## src/rtl/instr_loader.sv

```systemverilog
// Front end for the bit-serial core. It synchronises and debounces the push-button,
// then assembles a 16-bit instruction from two switch bytes, one byte per press.
`timescale 1ns/1ps
module instr_loader #(
    parameter int DEBOUNCE_CYCLES = 16
) (
    input  logic        clk,
    input  logic        rstn,
    input  logic [7:0]  sw_in,
    input  logic        btn_raw,
    input  logic        core_busy,
    output logic [3:0]  opcode,
    output logic [11:0] instr,
    output logic        inst_done,
    output logic        btn_edge,
    output logic        byte_sel,
    output logic        drop
);

    localparam int CW = $clog2(DEBOUNCE_CYCLES + 1);
    localparam logic [CW-1:0] CNT_LAST = CW'(DEBOUNCE_CYCLES - 1);

    typedef enum logic {S_HI, S_LO} state_t;

    logic          r_s1;
    logic          r_s2;
    logic          r_level;
    logic [CW-1:0] r_dbc_cnt;
    logic          r_btn_edge;

    state_t        r_state;
    logic [7:0]    r_hold_hi;
    logic [3:0]    r_opcode;
    logic [11:0]   r_instr;
    logic          r_inst_done;
    logic          r_drop;

    logic          w_differ;
    logic          w_flip;

    assign w_differ = (r_s2 != r_level);
    assign w_flip   = w_differ && (r_dbc_cnt == CNT_LAST);

    // NOTE: non-blocking assignments keep btn_raw -> s1 -> s2 a genuine two-flop chain.
    always_ff @(posedge clk) begin
        if (!rstn) begin
            r_s1 <= 1'b0;
            r_s2 <= 1'b0;
        end else begin
            r_s1 <= btn_raw;
            r_s2 <= r_s1;
        end
    end

    // The edge pulse is registered alongside the level, so it rises in the first cycle the level reads 1.
    always_ff @(posedge clk) begin
        if (!rstn) begin
            r_level    <= 1'b0;
            r_dbc_cnt  <= '0;
            r_btn_edge <= 1'b0;
        end else begin
            r_btn_edge <= w_flip && !r_level;
            if (!w_differ) begin
                r_dbc_cnt <= '0;
            end else if (w_flip) begin
                r_level   <= ~r_level;
                r_dbc_cnt <= '0;
            end else begin
                r_dbc_cnt <= r_dbc_cnt + CW'(1);
            end
        end
    end

    // A press seen while the core is busy is refused. The state and both bytes stay untouched.
    always_ff @(posedge clk) begin
        if (!rstn) begin
            r_state     <= S_HI;
            r_hold_hi   <= 8'h00;
            r_opcode    <= 4'h0;
            r_instr     <= 12'h000;
            r_inst_done <= 1'b0;
            r_drop      <= 1'b0;
        end else begin
            r_inst_done <= 1'b0;
            r_drop      <= 1'b0;
            if (r_btn_edge) begin
                if (core_busy) begin
                    r_drop <= 1'b1;
                end else begin
                    case (r_state)
                        S_HI: begin
                            r_hold_hi <= sw_in;
                            r_state   <= S_LO;
                        end
                        S_LO: begin
                            r_opcode    <= r_hold_hi[7:4];
                            r_instr     <= {r_hold_hi[3:0], sw_in};
                            r_inst_done <= 1'b1;
                            r_state     <= S_HI;
                        end
                        default: r_state <= S_HI;
                    endcase
                end
            end
        end
    end

    assign opcode    = r_opcode;
    assign instr     = r_instr;
    assign inst_done = r_inst_done;
    assign btn_edge  = r_btn_edge;
    assign byte_sel  = (r_state == S_LO);
    assign drop      = r_drop;

endmodule

```

## config.mk

```make
export PLATFORM = sky130hd
export DESIGN_NAME = instr_loader
export DESIGN_NICKNAME = d
export VERILOG_FILES = /design/src/rtl/instr_loader.sv
export SDC_FILE = /design/constraint.sdc
export NUM_CORES = 1
export LEC_CHECK = 0
export CAP_MARGIN = 15
export CORE_MARGIN = 4
export CORE_UTILIZATION = 35
export CTS_CLUSTER_SIZE = 24
export DETAILED_ROUTE_END_ITERATION = 16
export PLACE_DENSITY = 0.62
export RECOVER_POWER = 25
export SLEW_MARGIN = 30
export SYNTH_ARGS = -nofsm -noshare
export SYNTH_HDL_FRONTEND = slang
export SYNTH_SLANG_ARGS = --single-unit
```

## constraint.sdc

```tcl
create_clock -name clk -period 2.4 [get_ports clk]
set_input_delay 0.48 -clock clk [delete_from_list [all_inputs] [get_ports clk]]
set_output_delay 0.48 -clock clk [all_outputs]
set_load 0.05 [all_outputs]
```

==> results of run 1 <==
## layer usage
layer  wire length (µm)  track usage (%)  up-vias
li1                   -                -      460
met1               1166            15.59      411
met2               1148            21.54       21
met3                127            5.090        6
met4                 45            5.955        0
met5                  0                0        -
## worst reg2reg max path: cells and delay by family (launching register included)
family,cells,cell delay [ns]
AND/OR/NAND/NOR,2,0.89
AO/OA/AOI/OAI,1,0.07
flip-flops,1,0.39
## cell type report
type | instances | area (µm²)
Fill cell | 329 | 1735
Clock inverter | 1 | 30.03
Clock buffer | 7 | 65.06
Sequential cell | 36 | 720.7
Inverter | 4 | 15.01
Timing Repair Buffer | 33 | 321.6
Tap cell | 46 | 57.56
Multi-Input combinational cell | 65 | 470.5
## worst max path at each step
stage | end | slack (ns) | cells after the start | from
2_1_floorplan | instr[10]$_SDFFE_PN0P_ | 0.76 | 4 | btn_edge$_SDFF_PN0_
3_3_place_gp | r_hold_hi[1]$_SDFFE_PN0P_ | 0.32 | 4 | core_busy
3_5_place_dp | r_hold_hi[2]$_SDFFE_PN0P_ | 0.22 | 4 | core_busy
4_1_cts | byte_sel | 0.32 | 1 | byte_sel$_SDFFE_PN0P_
5_1_grt | btn_edge | 0.27 | 1 | btn_edge$_SDFF_PN0_
6_report | byte_sel | 0.34 | 1 | byte_sel$_SDFFE_PN0P_
## synth_stat cells, drive strengths merged
library cell  instances
a21boi                1
a22o                 16
and2                  2
and3                  2
and4b                 1
buf                   5
clkbuf                2
dfxtp                36
ha                    2
inv                   4
mux2i                 1
nand2                 9
nand3                 9
nand3b                1
nor2                  5
nor2b                 1
nor3                  1
o21ai                 9
o31a                  1
or3b                  1
xnor2                 1
xor2                  2
## power groups by stage
stage,clock network (W),registers (W),logic (W)
global route,0.000517,0.000601,0.0000449
finish,0.000476,0.000600,0.0000406
global placement,0,0.000614,0.0000410
CTS,0.000492,0.000600,0.0000422
detailed placement,0,0.000614,0.0000420
floorplan,0,0.000614,0.0000171
## kinds of logic after synthesis
family / count (synthesis) / synth area share, %
adders and majority gates: 2 / 1.976
xor gates and xnor gates: 3 / 2.075
buffers and inverters: 11 / 5.633
and+or+nand+nor: 32 / 14.03
muxes: 1 / 0.7905
AOI/OAI and AO/OA: 27 / 18.58
DFF: 36 / 56.92
## stage by stage
| step | util [%] | hold slack [ns] | worst slack (ns) |
|---|---|---|---|
| finish | 49.19 | 0.4563 | 0.3433 |
| global route | 49.19 | 0.4647 | 0.2718 |
| CTS | 49.41 | 0.4539 | 0.3225 |
| detailed placement | 46.63 | 0.4265 | 0.2249 |
| global placement | 46.63 | 0.4151 | 0.3205 |
| floorplan | - | 0.4119 | 0.7628 |
## flip-flops by register name (all words and copies together), names as in the netlist
register,cells
r_dbc_cnt,5
instr,12
r_level,1
opcode,4
drop,1
r_hold_hi,8
byte_sel,1
r_s2,1
btn_edge,1
r_s1,1
inst_done,1
## cells in the final DEF (no fill, tap or decap), types with 2 or more instances in the layout
cell type / synthesis / routed
a22o_1: 16 / 16
and2_1: 2 / 2
clkbuf_4: 0 / 5
clkbuf_8: 0 / 2
clkdlybuf4s50_1: 0 / 30
dfxtp_1: 36 / 36
ha_1: 2 / 2
inv_1: 4 / 4
nand2_1: 9 / 9
nand3_1: 8 / 8
nor2_1: 5 / 5
o21ai_2: 8 / 8
xor2_1: 2 / 2
==> metrics.md, run 1 <==
| Metric | Value |
|---|---|
| Endpoints failing hold | 0 |
| Final HPWL DP | 1.786 mm |
| Sequential-to-total area share from yosys stat | 56.92% |
| DRT iter0 DRCs | 35 |
| Dpl cells | 184 |
| Final Max Slew Viols | 0 |
| Final period util | 85.70% |
| Hold path cells | 1 |
| Rel. slew slack | 54.69% |
| Core area | 3416 µm² |
| Distinct cells, synth | 28 |
| Post-CTS Setup Repair Bufs | 0 |
| Fmax achieved | 0.4862 GHz |
| Mapped Cells | 112 |
| Final-stage net count | 159 |
| Post-synth top area share | 56.92% |
| Area leader, netlist | dfxtp_1 |
| H-tree Lvls | 2 |
| WP data required | 1.92 ns |
| IO Pins | 32 |
| # resized after CTS | 0 |
| Ant. Diodes | 0 |
| Antenna violations before repair | 0 |
| Grt total ovfl | 0 |
| Worst min-delay path category | flop to flop |
| Routed Antenna Nets | 0 |
| Total Wirelength | 2.487 mm |
| Design Power | 0.001117 W |
| Row count | 21 |
| YS warnings | 0 |
| WP buf/inv | 1 |
| Crit-path cells | clkdlybuf4s50_1 |
| Clock Latency Late Sink | 0.34 ns |
| Global Route Usage Sum | 13.33% |
| CTS tree | yes |
| P&R area growth vs syn | 32.71% |
| WP data arrival | 1.58 ns |
| Die Width | 68.15 µm |
| FF-to-FF path depth | 3 |
| Syn avg cell area | 11.31 µm² |
| TritonCTS Buffers | 5 |
| NetSw | 0.0002212 W |
| HP Start | r_s1$_SDFF_PN0_ |
| Lkg Pwr | 0.6352 nW |
| Syn Nets | 126 |
| Initial Util | 37.07% |
| #FFs+latches synth | 36 |
| Top post-synthesis cells by area | dfxtp_1 57%, a22o_1 11%, o21ai_2 5.5% |
| Slowest stage cell, crit path | clkdlybuf4s50_1 |
| Flop pwr share | 53.8% |
| Post-CTS Hold Buffers | 0 |
| Largest incremental delay on the critical path | 0.83 ns |
| R2r endpoint | r_hold_hi[2]$_SDFFE_PN0P_ |
| Die area | 4644 µm² |
| Wire length of the first global-routing pass | 4.464 mm |
| Pin count of the biggest net entering global routing | 18 |
| Power per cell area | 664.7 nW/µm² |
| Vias in the first global route | 979 |
| FF-to-FF Start | btn_edge$_SDFF_PN0_ |
| Crit path launch type | flop |
| Clock power share | 42.6% |
| Layout cell share with drive strength beyond 1 | 13.70% |
| DR vias/cell | 4.677 |
| Die height | 68.15 µm |
| Clock buffer depth | 2 |
| Setup crit end kind | primary output |
| Via count | 898 |
| Setup TNS | 0 ns |
| CP delay by family, top | buffers and inverters |
| Unrepaired setup endpoints after global routing | false |
| Max Cap Viol | 0 |
| Gate power share | 3.6% |
| Mapped cell area | 1266 µm² |
| DRT Pass-1 Iters | 4 |
| Crit Path Max Fanout | 5 |
| P_int | 0.0008958 W |
| WL/cell | 12.95 µm |
| Worst vdd ir | 380.9 µV |
| Clk pin slew, worst setup/hold paths | 0.11 ns |
| Post-DP Area | 1593 µm² |
| Root Driver | clkbuf_4 |
| Design area | 1680 µm² |
| IO Port Bufs | 31 |
| Slew @ Worst Pin | 0.6797 ns |
| Clock skew | 0.008417 ns |
| Critical path type | flop to primary output |
| Clock Sinks | 36 |
| Fin cells | 192 |
| Final setup violating endpoints | 0 |
| DRC | 0 |
| GPL Wtd Cong | 0.6751 |
| Fin crit period | 2.057 ns |
| Status | complete, no violations |
| Hold path endpoint | r_s2$_SDFF_PN0_ |
| R2R Setup Slk | 0.93 ns |
| Sw Share | 19.80% |
Note: power is estimated with default switching activity, not from simulation.
==> run 2, diff against run 1 <==
--- a/config.mk
+++ b/config.mk
@@ -6,11 +6,12 @@
 export NUM_CORES = 1
 export LEC_CHECK = 0
 export CAP_MARGIN = 15
+export CORE_ASPECT_RATIO = 0.8
 export CORE_MARGIN = 4
-export CORE_UTILIZATION = 35
+export CORE_UTILIZATION = 47
 export CTS_CLUSTER_SIZE = 24
 export DETAILED_ROUTE_END_ITERATION = 16
-export PLACE_DENSITY = 0.62
+export PLACE_DENSITY = 0.79
 export RECOVER_POWER = 25
 export SLEW_MARGIN = 30
 export SYNTH_ARGS = -nofsm -noshare
==> constraint.sdc (replaced) <==
create_clock -name clk -period 2.3 [get_ports clk]
set_input_delay 0.46 -clock clk [delete_from_list [all_inputs] [get_ports clk]]
set_output_delay 0.46 -clock clk [all_outputs]
set_load 0.05 [all_outputs]
==> metrics.md, run 2 (synthesis gave the netlist of run 1 again) <==
| Metric | Value |
|---|---|
| Post-route setup slack | 0.2813 ns |
| Clock power share | 30.9% |
| Fillers | 207 |
| NetSw | 0.0002082 W |
| Wire length of the first global-routing pass | 4.050 mm |
| Vias in the first global route | 924 |
| CTS tree | yes |
| Status | complete, no violations |
| DRC | 0 |
| Slew @ Worst Pin | 0.9671 ns |
| Routed Antenna Nets | 0 |
| Layout cell share with drive strength beyond 1 | 12.50% |
| IO Port Bufs | 31 |
| WP depth | 1 |
| Critical path type | flop to primary output |
| Post-CTS Setup Repair Bufs | 0 |
| TritonCTS Buffers | 5 |
| Fin crit period | 2.019 ns |
| Final HPWL DP | 1.809 mm |
| GPL Wtd Cong | 0.6414 |
| Via count | 905 |
| WP buf/inv | 1 |
| Slowest stage cell, crit path | clkdlybuf4s50_1 |
| DR vias/cell | 5.028 |
| Final setup violating endpoints | 0 |
| # resized after CTS | 0 |
| Row count | 16 |
| Clock Latency Late Sink | 0.33 ns |
| Crit Path Max Fanout | 5 |
| Fin cells | 180 |
| WP data required | 1.84 ns |
| Max Cap Viol | 0 |
| CP delay by family, top | buffers and inverters |
| Clock skew | 0.01089 ns |
| Rel. slew slack | 35.18% |
| Largest incremental delay on the critical path | 0.83 ns |
| Die Width | 66.03 µm |
| Max reg flops | 12 |
| Dpl cells | 173 |
| IO Pins | 32 |
| H-tree Lvls | 2 |
| Crit path launch type | flop |
| Power per cell area | 600.9 nW/µm² |
| Clock Sinks | 36 |
| Clk pin slew, worst setup/hold paths | 0.10 ns |
| Fmax achieved | 0.4954 GHz |
| Final period util | 87.77% |
| Commonest non-fill, non-tap cell in the layout | dfxtp_1 |
| Pin count of the biggest net entering global routing | 24 |
| Endpoints failing hold | 0 |
| Worst min-delay path category | flop to flop |
| Post-Place Setup Slack | 0.1712 ns |
| Grt total ovfl | 0 |
| Antenna violations before repair | 0 |
| P_int | 0.0007586 W |
| DRT Pass-1 Iters | 4 |
| Most frequent cells in the layout | 36 x dfxtp_1, 30 x clkdlybuf4s50_1, 16 x a22o_1 |
| Clock buffer depth | 2 |
| Die height | 54.43 µm |
| WL/cell | 13.22 µm |
| Flop pwr share | 64.8% |
| Global Route Usage Sum | 15.76% |
| DRT iter0 DRCs | 30 |
| Lkg Pwr | 0.5979 nW |
| Crit-path cells | clkdlybuf4s50_1 |
| Post-CTS Hold Buffers | 0 |
| Sw Share | 21.54% |
| Die area | 3594 µm² |
| Root Driver | clkbuf_4 |
| WP data arrival | 1.56 ns |
| Core area | 2502 µm² |
| Setup TNS | 0 ns |
| Final Max Slew Viols | 0 |
| Initial Util | 50.60% |
| FF-to-FF path depth | 3 |
| Final-stage net count | 158 |
| Total Wirelength | 2.379 mm |
| Ant. Diodes | 0 |
| Worst vdd ir | 329.4 µV |
| Hold path cells | 1 |
| Gate power share | 4.3% |
| P&R area growth vs syn | 27.07% |
| Setup crit end kind | primary output |
| Unrepaired setup endpoints after global routing | false |
==> run 2: through the flow <==
stage	hold WS (ns)	cell area [µm²]	total power (W)	util (%)
2_1_floorplan	0.4119	1266	0.0006582	-
3_3_place_gp	0.4133	1573	0.0006828	62.85
3_5_place_dp	0.4317	1573	0.0006843	62.85
4_1_cts	0.4588	1619	0.0009744	64.70
5_1_grt	0.4632	1609	0.001001	64.30
6_report	0.4516	1609	0.0009668	64.30
==> run 2: final timing paths <==
| path | from | end | slack (ns) |
|---|---|---|---|
| worst max register to register | btn_edge$_SDFF_PN0_ | opcode[0]$_SDFFE_PN0P_ | 0.74 |
| worst min register to register | r_s1$_SDFF_PN0_ | r_s2$_SDFF_PN0_ | 0.45 |
| worst min-delay path | r_s1$_SDFF_PN0_ | r_s2$_SDFF_PN0_ | 0.45 |
| worst max-delay path | byte_sel$_SDFFE_PN0P_ | byte_sel | 0.28 |
==> run 2: layout make-up <==
class	instances	area, µm²	share of cell area, %
sequential	36	720.7	44.79
multi-input combinational	65	467.9	29.08
timing repair buffer	32	314.1	19.52
tap	36	45.04	2.799
clock buffer	6	41.29	2.566
inverter	4	15.01	0.9331
clock inverter	1	5.005	0.3110
==> run 2: power groups by stage <==
stage	sequential [W]	clock (W)	combinational, W
after global routing	0.000627	0.000329	0.0000456
after floorplan	0.000640	0	0.0000178
after CTS	0.000626	0.000304	0.0000437
after global placement	0.000640	0	0.0000424
final	0.000626	0.000299	0.0000419
after detailed placement	0.000641	0	0.0000435
==> run 2: metal layers <==
layer	part of all wire, %	track usage, %	up-vias	wire [µm]
met4	2.5	9.122	0	59
li1	-	-	458	-
met3	7.1	5.544	7	168
met1	44	18.18	411	1039
met2	47	25.79	29	1111
met5	0	0	-	0
==> run 3, diff against run 2 <==
--- a/config.mk
+++ b/config.mk
@@ -13,7 +13,6 @@
 export DETAILED_ROUTE_END_ITERATION = 16
 export PLACE_DENSITY = 0.79
 export RECOVER_POWER = 25
-export SLEW_MARGIN = 30
 export SYNTH_ARGS = -nofsm -noshare
 export SYNTH_HDL_FRONTEND = slang
 export SYNTH_SLANG_ARGS = --single-unit
==> results of run 3 <==
Same layout as run 2: the final DEF is identical, and so are final timing and power.
